==> src/rtl/ualink_dpmem_pkg.sv <==
// Shared types and defaults for the dual-port RAM port-A arbiter.
// The statistics counters are enabled by defining UALINK_ARB_STATS_EN.
package ualink_dpmem_pkg;

  localparam int DEF_ADDR_WIDTH = 8;
  localparam int DEF_DATA_WIDTH = 64;

  typedef enum logic {
    ST_INIT = 1'b0,
    ST_RUN  = 1'b1
  } state_e;

  localparam logic ID_R0 = 1'b0;
  localparam logic ID_R1 = 1'b1;

  // Statistics counters stick at all-ones instead of wrapping.
  function automatic logic [15:0] satInc(input logic [15:0] value);
    return (value == 16'hFFFF) ? value : value + 16'd1;
  endfunction

endpackage

==> src/rtl/ualink_rr_arb2.sv <==
// Two-way round-robin grant; on a tie the requester not granted last wins.
module ualink_rr_arb2
  import ualink_dpmem_pkg::*;
(
  input  logic clk_i,
  input  logic rst_i,
  input  logic en_i,
  input  logic req0_i,
  input  logic req1_i,
  output logic gnt0_o,
  output logic gnt1_o
);

  logic lastGnt_q;
  logic lastGnt_d;

  always_comb begin
    gnt0_o    = 1'b0;
    gnt1_o    = 1'b0;
    lastGnt_d = lastGnt_q;
    if (en_i) begin
      if (req0_i && (!req1_i || lastGnt_q == ID_R1)) begin
        gnt0_o = 1'b1;
      end else if (req1_i) begin
        gnt1_o = 1'b1;
      end
    end
    if (gnt0_o) begin
      lastGnt_d = ID_R0;
    end else if (gnt1_o) begin
      lastGnt_d = ID_R1;
    end
  end

  // Starting from r1 means r0 wins the first tie after reset.
  always_ff @(posedge clk_i or posedge rst_i) begin
    if (rst_i) begin
      lastGnt_q <= ID_R1;
    end else begin
      lastGnt_q <= lastGnt_d;
    end
  end

endmodule

==> src/rtl/ualink_dpmem_arb.sv <==
// Shares RAM port A between r0 and r1 after clearing every word once.
// Optional grant/conflict counters are enabled by UALINK_ARB_STATS_EN.
module ualink_dpmem_arb
  import ualink_dpmem_pkg::*;
#(
  parameter int                        ADDR_WIDTH = DEF_ADDR_WIDTH,
  parameter int                        DATA_WIDTH = DEF_DATA_WIDTH,
  parameter int                        DEPTH      = 1 << ADDR_WIDTH,
  parameter logic [DATA_WIDTH-1:0]     INIT_VALUE = {DATA_WIDTH{1'b0}}
) (
  input  logic                  axi_aclk,
  input  logic                  axi_reset,
  input  logic                  r0_valid,
  output logic                  r0_ready,
  input  logic                  r0_we,
  input  logic [ADDR_WIDTH-1:0] r0_addr,
  input  logic [DATA_WIDTH-1:0] r0_wdata,
  output logic                  r0_rvalid,
  output logic [DATA_WIDTH-1:0] r0_rdata,
  input  logic                  r1_valid,
  output logic                  r1_ready,
  input  logic                  r1_we,
  input  logic [ADDR_WIDTH-1:0] r1_addr,
  input  logic [DATA_WIDTH-1:0] r1_wdata,
  output logic                  r1_rvalid,
  output logic [DATA_WIDTH-1:0] r1_rdata,
  output logic                  mem_resetn,
  output logic                  mem_we,
  output logic [ADDR_WIDTH-1:0] mem_addr,
  output logic [DATA_WIDTH-1:0] mem_din,
  input  logic [DATA_WIDTH-1:0] mem_dout,
  output logic                  init_done
`ifdef UALINK_ARB_STATS_EN
  ,
  output logic [15:0]           r0_gnt_cnt,
  output logic [15:0]           r1_gnt_cnt,
  output logic [15:0]           conflict_cnt
`endif
);

  localparam logic [ADDR_WIDTH-1:0] LAST_ADDR = ADDR_WIDTH'(DEPTH - 1);

  state_e                  state_q, state_d;
  logic [ADDR_WIDTH-1:0]   initCnt_q, initCnt_d;
  logic                    initDone_q, initDone_d;
  logic                    rspPend_q, rspPend_d;
  logic                    rspId_q, rspId_d;
  logic [ADDR_WIDTH-1:0]   addrHold_q;
  logic                    memResetn_q;
  logic                    arbEn;
  logic                    gnt0;
  logic                    gnt1;

  assign arbEn = (state_q == ST_RUN);

  ualink_rr_arb2 u_arb (
    .clk_i  (axi_aclk),
    .rst_i  (axi_reset),
    .en_i   (arbEn),
    .req0_i (r0_valid),
    .req1_i (r1_valid),
    .gnt0_o (gnt0),
    .gnt1_o (gnt1)
  );

  always_comb begin
    state_d    = state_q;
    initCnt_d  = initCnt_q;
    initDone_d = initDone_q;
    rspPend_d  = 1'b0;
    rspId_d    = rspId_q;
    mem_we     = 1'b0;
    mem_addr   = addrHold_q;
    mem_din    = INIT_VALUE;
    case (state_q)
      ST_INIT: begin
        mem_we    = 1'b1;
        mem_addr  = initCnt_q;
        initCnt_d = initCnt_q + 1'b1;
        if (initCnt_q == LAST_ADDR) begin
          state_d    = ST_RUN;
          initDone_d = 1'b1;
        end
      end
      ST_RUN: begin
        // Only reads expect a response; the RAM's write-cycle dout is ignored.
        if (gnt0) begin
          mem_we    = r0_we;
          mem_addr  = r0_addr;
          mem_din   = r0_wdata;
          rspPend_d = !r0_we;
          rspId_d   = ID_R0;
        end else if (gnt1) begin
          mem_we    = r1_we;
          mem_addr  = r1_addr;
          mem_din   = r1_wdata;
          rspPend_d = !r1_we;
          rspId_d   = ID_R1;
        end
      end
      default: state_d = ST_INIT;
    endcase
  end

  always_ff @(posedge axi_aclk or posedge axi_reset) begin
    if (axi_reset) begin
      state_q     <= ST_INIT;
      initCnt_q   <= '0;
      initDone_q  <= 1'b0;
      rspPend_q   <= 1'b0;
      rspId_q     <= ID_R0;
      addrHold_q  <= '0;
      memResetn_q <= 1'b0;
    end else begin
      state_q     <= state_d;
      initCnt_q   <= initCnt_d;
      initDone_q  <= initDone_d;
      rspPend_q   <= rspPend_d;
      rspId_q     <= rspId_d;
      addrHold_q  <= mem_addr;
      memResetn_q <= 1'b1;
    end
  end

  assign r0_ready   = gnt0;
  assign r1_ready   = gnt1;
  assign r0_rvalid  = rspPend_q && (rspId_q == ID_R0);
  assign r1_rvalid  = rspPend_q && (rspId_q == ID_R1);
  assign r0_rdata   = mem_dout;
  assign r1_rdata   = mem_dout;
  assign init_done  = initDone_q;
  assign mem_resetn = memResetn_q;

`ifdef UALINK_ARB_STATS_EN
  logic [15:0] r0GntCnt_q;
  logic [15:0] r1GntCnt_q;
  logic [15:0] conflictCnt_q;

  always_ff @(posedge axi_aclk or posedge axi_reset) begin
    if (axi_reset) begin
      r0GntCnt_q    <= '0;
      r1GntCnt_q    <= '0;
      conflictCnt_q <= '0;
    end else begin
      if (gnt0) begin
        r0GntCnt_q <= satInc(r0GntCnt_q);
      end
      if (gnt1) begin
        r1GntCnt_q <= satInc(r1GntCnt_q);
      end
      if (arbEn && r0_valid && r1_valid) begin
        conflictCnt_q <= satInc(conflictCnt_q);
      end
    end
  end

  assign r0_gnt_cnt   = r0GntCnt_q;
  assign r1_gnt_cnt   = r1GntCnt_q;
  assign conflict_cnt = conflictCnt_q;
`endif

endmodule

==> config.mk <==
export PLATFORM = sky130hd
export DESIGN_NAME = ualink_dpmem_arb
export DESIGN_NICKNAME = d
export VERILOG_FILES = /design/src/rtl/ualink_dpmem_pkg.sv /design/src/rtl/ualink_rr_arb2.sv /design/src/rtl/ualink_dpmem_arb.sv
export SDC_FILE = /design/constraint.sdc
export NUM_CORES = 1
export LEC_CHECK = 0
export BUFFER_PORTS_ARGS = -buffer_cell sky130_fd_sc_hd__clkbuf_2
export CAP_MARGIN = 20
export CORE_AREA = 2 2 163 165
export DETAILED_ROUTE_END_ITERATION = 7
export DIE_AREA = 0 0 165 167
export RECOVER_POWER = 25
export SYNTH_ARGS = -nofsm -noshare
export SYNTH_HDL_FRONTEND = slang
export SYNTH_HIERARCHICAL = 1
export SYNTH_SLANG_ARGS = --single-unit
==> constraint.sdc <==
create_clock -name axi_aclk -period 2.6 [get_ports axi_aclk]
set_clock_uncertainty 0.15 [all_clocks]
set_input_delay 0.26 -clock axi_aclk [delete_from_list [all_inputs] [get_ports axi_aclk]]
set_output_delay 0.26 -clock axi_aclk [all_outputs]
set_load 0.005 [all_outputs]
==> metrics list <==
* Status: complete, no violations
- After technology mapping, the gate count stands at 317.
- Share of layout cells above drive strength 1: 62.35%
- During I/O placement, the number of pins put on the boundary was 421.
- Total number of nets in the final design: 625
- Mean Syn Cell Area: 8.770 µm²
* DR vias/cell: 3.438
* Share of the synthesized area in the top cell type: 36.45%
- Area of the core region: 25760 µm²
* Final Hold Viols: 0
* Cell count along the critical path: 7
- Cell area after synthesis: 2780 µm²
- FF-to-FF path depth: 6
* Wire length of the first global-routing pass: 16.50 mm
* First-pass iteration count of the detailed router: 4
- Worst R2R Start: u_arb/lastGnt_q
- Ranked by total cell area, the synthesized netlist is headed by buf_4 36%, a22o_1 20%, dfrtp_1 19%.
* Period Utilization, post-route: 94.67%
* Total setup violations reported at the end of the flow: 0
- The worst setup path is captured at an output port.
- Clock network fraction of design power: 47.3%
* Last weighted congestion value of the routability-driven placer: 0.7287
- Maximum clock frequency: 406.3 MHz
- Clk root buf: clkbuf_16
* Fill cell count: 2976
* Number of DRC violations after detailed routing: 0
- Gate power share: 14.9%
- For the worst setup path, the data arrival time is 2050 ps.
- Total half-perimeter wirelength after legalization and detailed placement: 11.01 mm
- TritonCTS clock tree: built
* Net count after synthesis: 532
* Area enclosed by the die boundary: 27560 µm²
- In this run the remaining antenna-violating nets after routing total 0.
* Startpoint kind of the worst setup timing path: register
* Post-layout power: 0.9076 mW
- The critical path starts at u_arb/lastGnt_q.
- Total count of max-transition violations in the final report: 0
- The critical path goes through inv_1, a21oi_1, buf_4, nor2_4, buf_12, a22o_1, clkbuf_2.
* Number of H-tree levels: 1
- TritonCTS created 3 clock buffers.
- After synthesis the netlist holds a flip-flop and latch count of 22.
- Library cell with the largest summed area after synthesis: buf_4
* Headroom to the max-slew limit: 44.79%
- For this run, the number of Yosys warnings is 6.
* Clock buffer depth: 2
* CTS Hold Buffers Added: 1
- The worst-case IR drop observed on VDD is 0.2483 mV.
* Max-cap check violation count: 0
* Floorplan row count: 59
* FF-to-FF End: addrHold_q[2]
* Average routed wire per standard cell: 17.01 µm
- Setup tns final: 0 ps
- For this design the static power due to leakage is 1.839 nW.
- For this configuration, the core starts out at a cell density of 10.79%.
- Post-synth top cells: 135 x buf_4, 64 x a22o_1, 21 x dfrtp_1, 10 x nor2b_1
- Switching part of the total: 19.55%
- The clock drives 22 sinks.
* Number of distinct library cells after synthesis: 36
- Clock slew at the register clock pins of the worst setup and hold paths: 60 ps
- Unrepaired setup endpoints after global routing: false
- buf_4 is the most common cell in the netlist.
- The first routing iteration left 64 violations.
- In this run the worst path has a maximum fanout of 64.
- The critical path ends at mem_din[0].
* Worst slack on hold paths: 107.1 ps
- Pin slew with the least headroom to its limit: 827.2 ps
* Net switching component of the power: 0.1774 mW
* Clk Latency, worst-skew pair: 250 ps
- Primary flip-flop cell chosen by synthesis mapping: dfrtp_1
- R2R Setup Slk: 800 ps
- Via Count: 2565
* Post-layout minimum cycle time: 2461 ps
- Total setup buffers inserted after CTS: 0
- CP max stage delay: 540 ps
- FFs w/ async S/R, synth: 100.0%
* Largest net degree at the start of global routing: 65
- The tightest min-delay check is of the in -> reg type.
- Area added between synthesis and finish: 23.27%
* Family of cells with the greatest summed delay on the critical path: buffers and inverters
- Crit path kind: reg -> out
* Horizontal extent of the die: 165 µm
* Tot GR Track Use: 8.379%
- For this run the aggregate overflow at the end of global routing stands at 0.
* Portion of the post-synthesis area used by sequential elements: 19.85%
* Internal Pwr Total: 0.7302 mW
- Together, buffers and inverters on the worst path number 4.
- The largest individual stage delay along the critical path comes from the cell dfstp_2.
- Endpoint required time on the critical path: 2190 ps
* Total power density per cell area: 264.8 nW/µm²
- Of the total power, registers draw 37.8%.
* Input/output buffers: 228
* Post-cts gate resize count: 0
- WL final: 12.69 mm
- Counting flops with a built-in enable in the synthesized netlist gives 0.
- The via count of the first global-routing pass was 2428.
- Initial antenna violation count: 5
* Die outline height: 167 µm
-- worst min path at each step --
stage | startpoint | end | slack, ps | depth (start not counted)
CTS | r1_valid | u_arb/lastGnt_q | 100 | 3
global route | r1_valid | u_arb/lastGnt_q | 120 | 3
global placement | axi_reset | u_arb/lastGnt_q | 110 | 2
finish | r1_valid | u_arb/lastGnt_q | 110 | 3
floorplan | axi_reset | u_arb/lastGnt_q | -0.3 | 1
detailed placement | axi_reset | u_arb/lastGnt_q | 110 | 2
-- worst register-to-register path, cell delays in order (launching register included) --
cell and delay (ps):
dfstp_2 540, inv_1 60, a21oi_1 180, buf_4 260
inv_2 110, o21ai_0 230, o22ai_1 140
-- stage by stage --
stage	instances	cell area (µm²)	util, %	setup WS [ps]
floorplan	317	2780	-	584.6
global placement	739	3307	12.84	478.8
detailed placement	739	3307	12.84	431.4
CTS	744	3422	13.28	140.7
global route	744	3422	13.28	70.91
finish	746	3427	13.30	138.7
-- power by group through the flow --
stage / Clock, mW / Combinational, mW / Sequential, mW
after global routing: 0.455 / 0.150 / 0.343
final: 0.429 / 0.135 / 0.343
after detailed placement: 0 / 0.136 / 0.350
after global placement: 0 / 0.135 / 0.350
after CTS: 0.439 / 0.138 / 0.343
after floorplan: 0 / 0.166 / 0.350
-- logic make-up after synthesis --
logic type                 Yosys count  share of synthesized area, %
xor gates and xnor gates             7                         2.205
muxes                                1                        0.4050
buffers and inverters              160                         41.63
AOI/OAI and AO/OA                   97                         27.77
other                                1                        0.1349
and+or+nand+nor                     28                         7.561
adders and majority gates            1                        0.4500
DFF                                 22                         19.85
-- cell type report --
class / count / area, µm² / share of cell area (%)
Multi-Input combinational cell: 135 / 1076 / 31.40
Antenna cell: 2 / 5.005 / 0.1460
Clock buffer: 3 / 75.07 / 2.191
Tap cell: 335 / 419.2 / 12.23
Sequential cell: 22 / 551.8 / 16.10
Inverter: 13 / 48.80 / 1.424
Timing Repair Buffer: 235 / 1221 / 35.63
Clock inverter: 1 / 30.03 / 0.8762
-- cell usage in the layout (no fill, tap or decap) --
cell / Yosys / layout
inv_2: 4 / 4
and2_1: 2 / 1
clkbuf_2: 0 / 228
nor3b_1: 1 / 1
bufinv_16: 0 / 1
o22ai_1: 9 / 9
ha_1: 1 / 1
o21a_1: 1 / 1
nor3_1: 1 / 1
and2_2: 0 / 1
clkbuf_16: 0 / 3
or4_4: 1 / 1
mux2_2: 1 / 1
nand2_2: 2 / 2
xnor2_1: 7 / 7
dfrtp_1: 21 / 21
o21ai_0: 8 / 8
a22o_1: 64 / 64
inv_1: 9 / 9
nor2_1: 2 / 2
nor4_2: 1 / 1
o21bai_1: 1 / 1
o21bai_2: 1 / 1
or2_1: 1 / 1
conb_1: 1 / 1
dfstp_2: 1 / 1
nand2_1: 3 / 3
nand4b_4: 1 / 1
nand3b_4: 1 / 1
a211oi_1: 8 / 8
o21ai_1: 1 / 1
buf_12: 0 / 2
and3_1: 1 / 1
dlygate4sd3_1: 0 / 1
diode_2: 0 / 2
buf_4: 135 / 4
a21oi_1: 3 / 2
nor2b_1: 10 / 10
a21oi_2: 1 / 2
nor2_4: 1 / 1
-- flip-flops by register name, summed over array words and instances, names as in the netlist --
signal / count
mem_resetn: 1
addrHold_q: 8
init_done: 1
arbEn: 1
rspId_q: 1
rspPend_q: 1
u_arb/lastGnt_q: 1
initCnt_q: 8
-- routing by layer --
layer / GRT usage, % / part of all wire, % / routed length (µm) / vias to the layer above
met2: 12.14 / 41 / 5252 / 230
met4: 2.533 / 2.6 / 327 / 0
met1: 10.75 / 44 / 5574 / 1136
met5: 0 / 0 / 0 / -
li1: - / - / - / 1166
met3: 4.309 / 12 / 1533 / 33
Power figures use the tool's default switching activity.
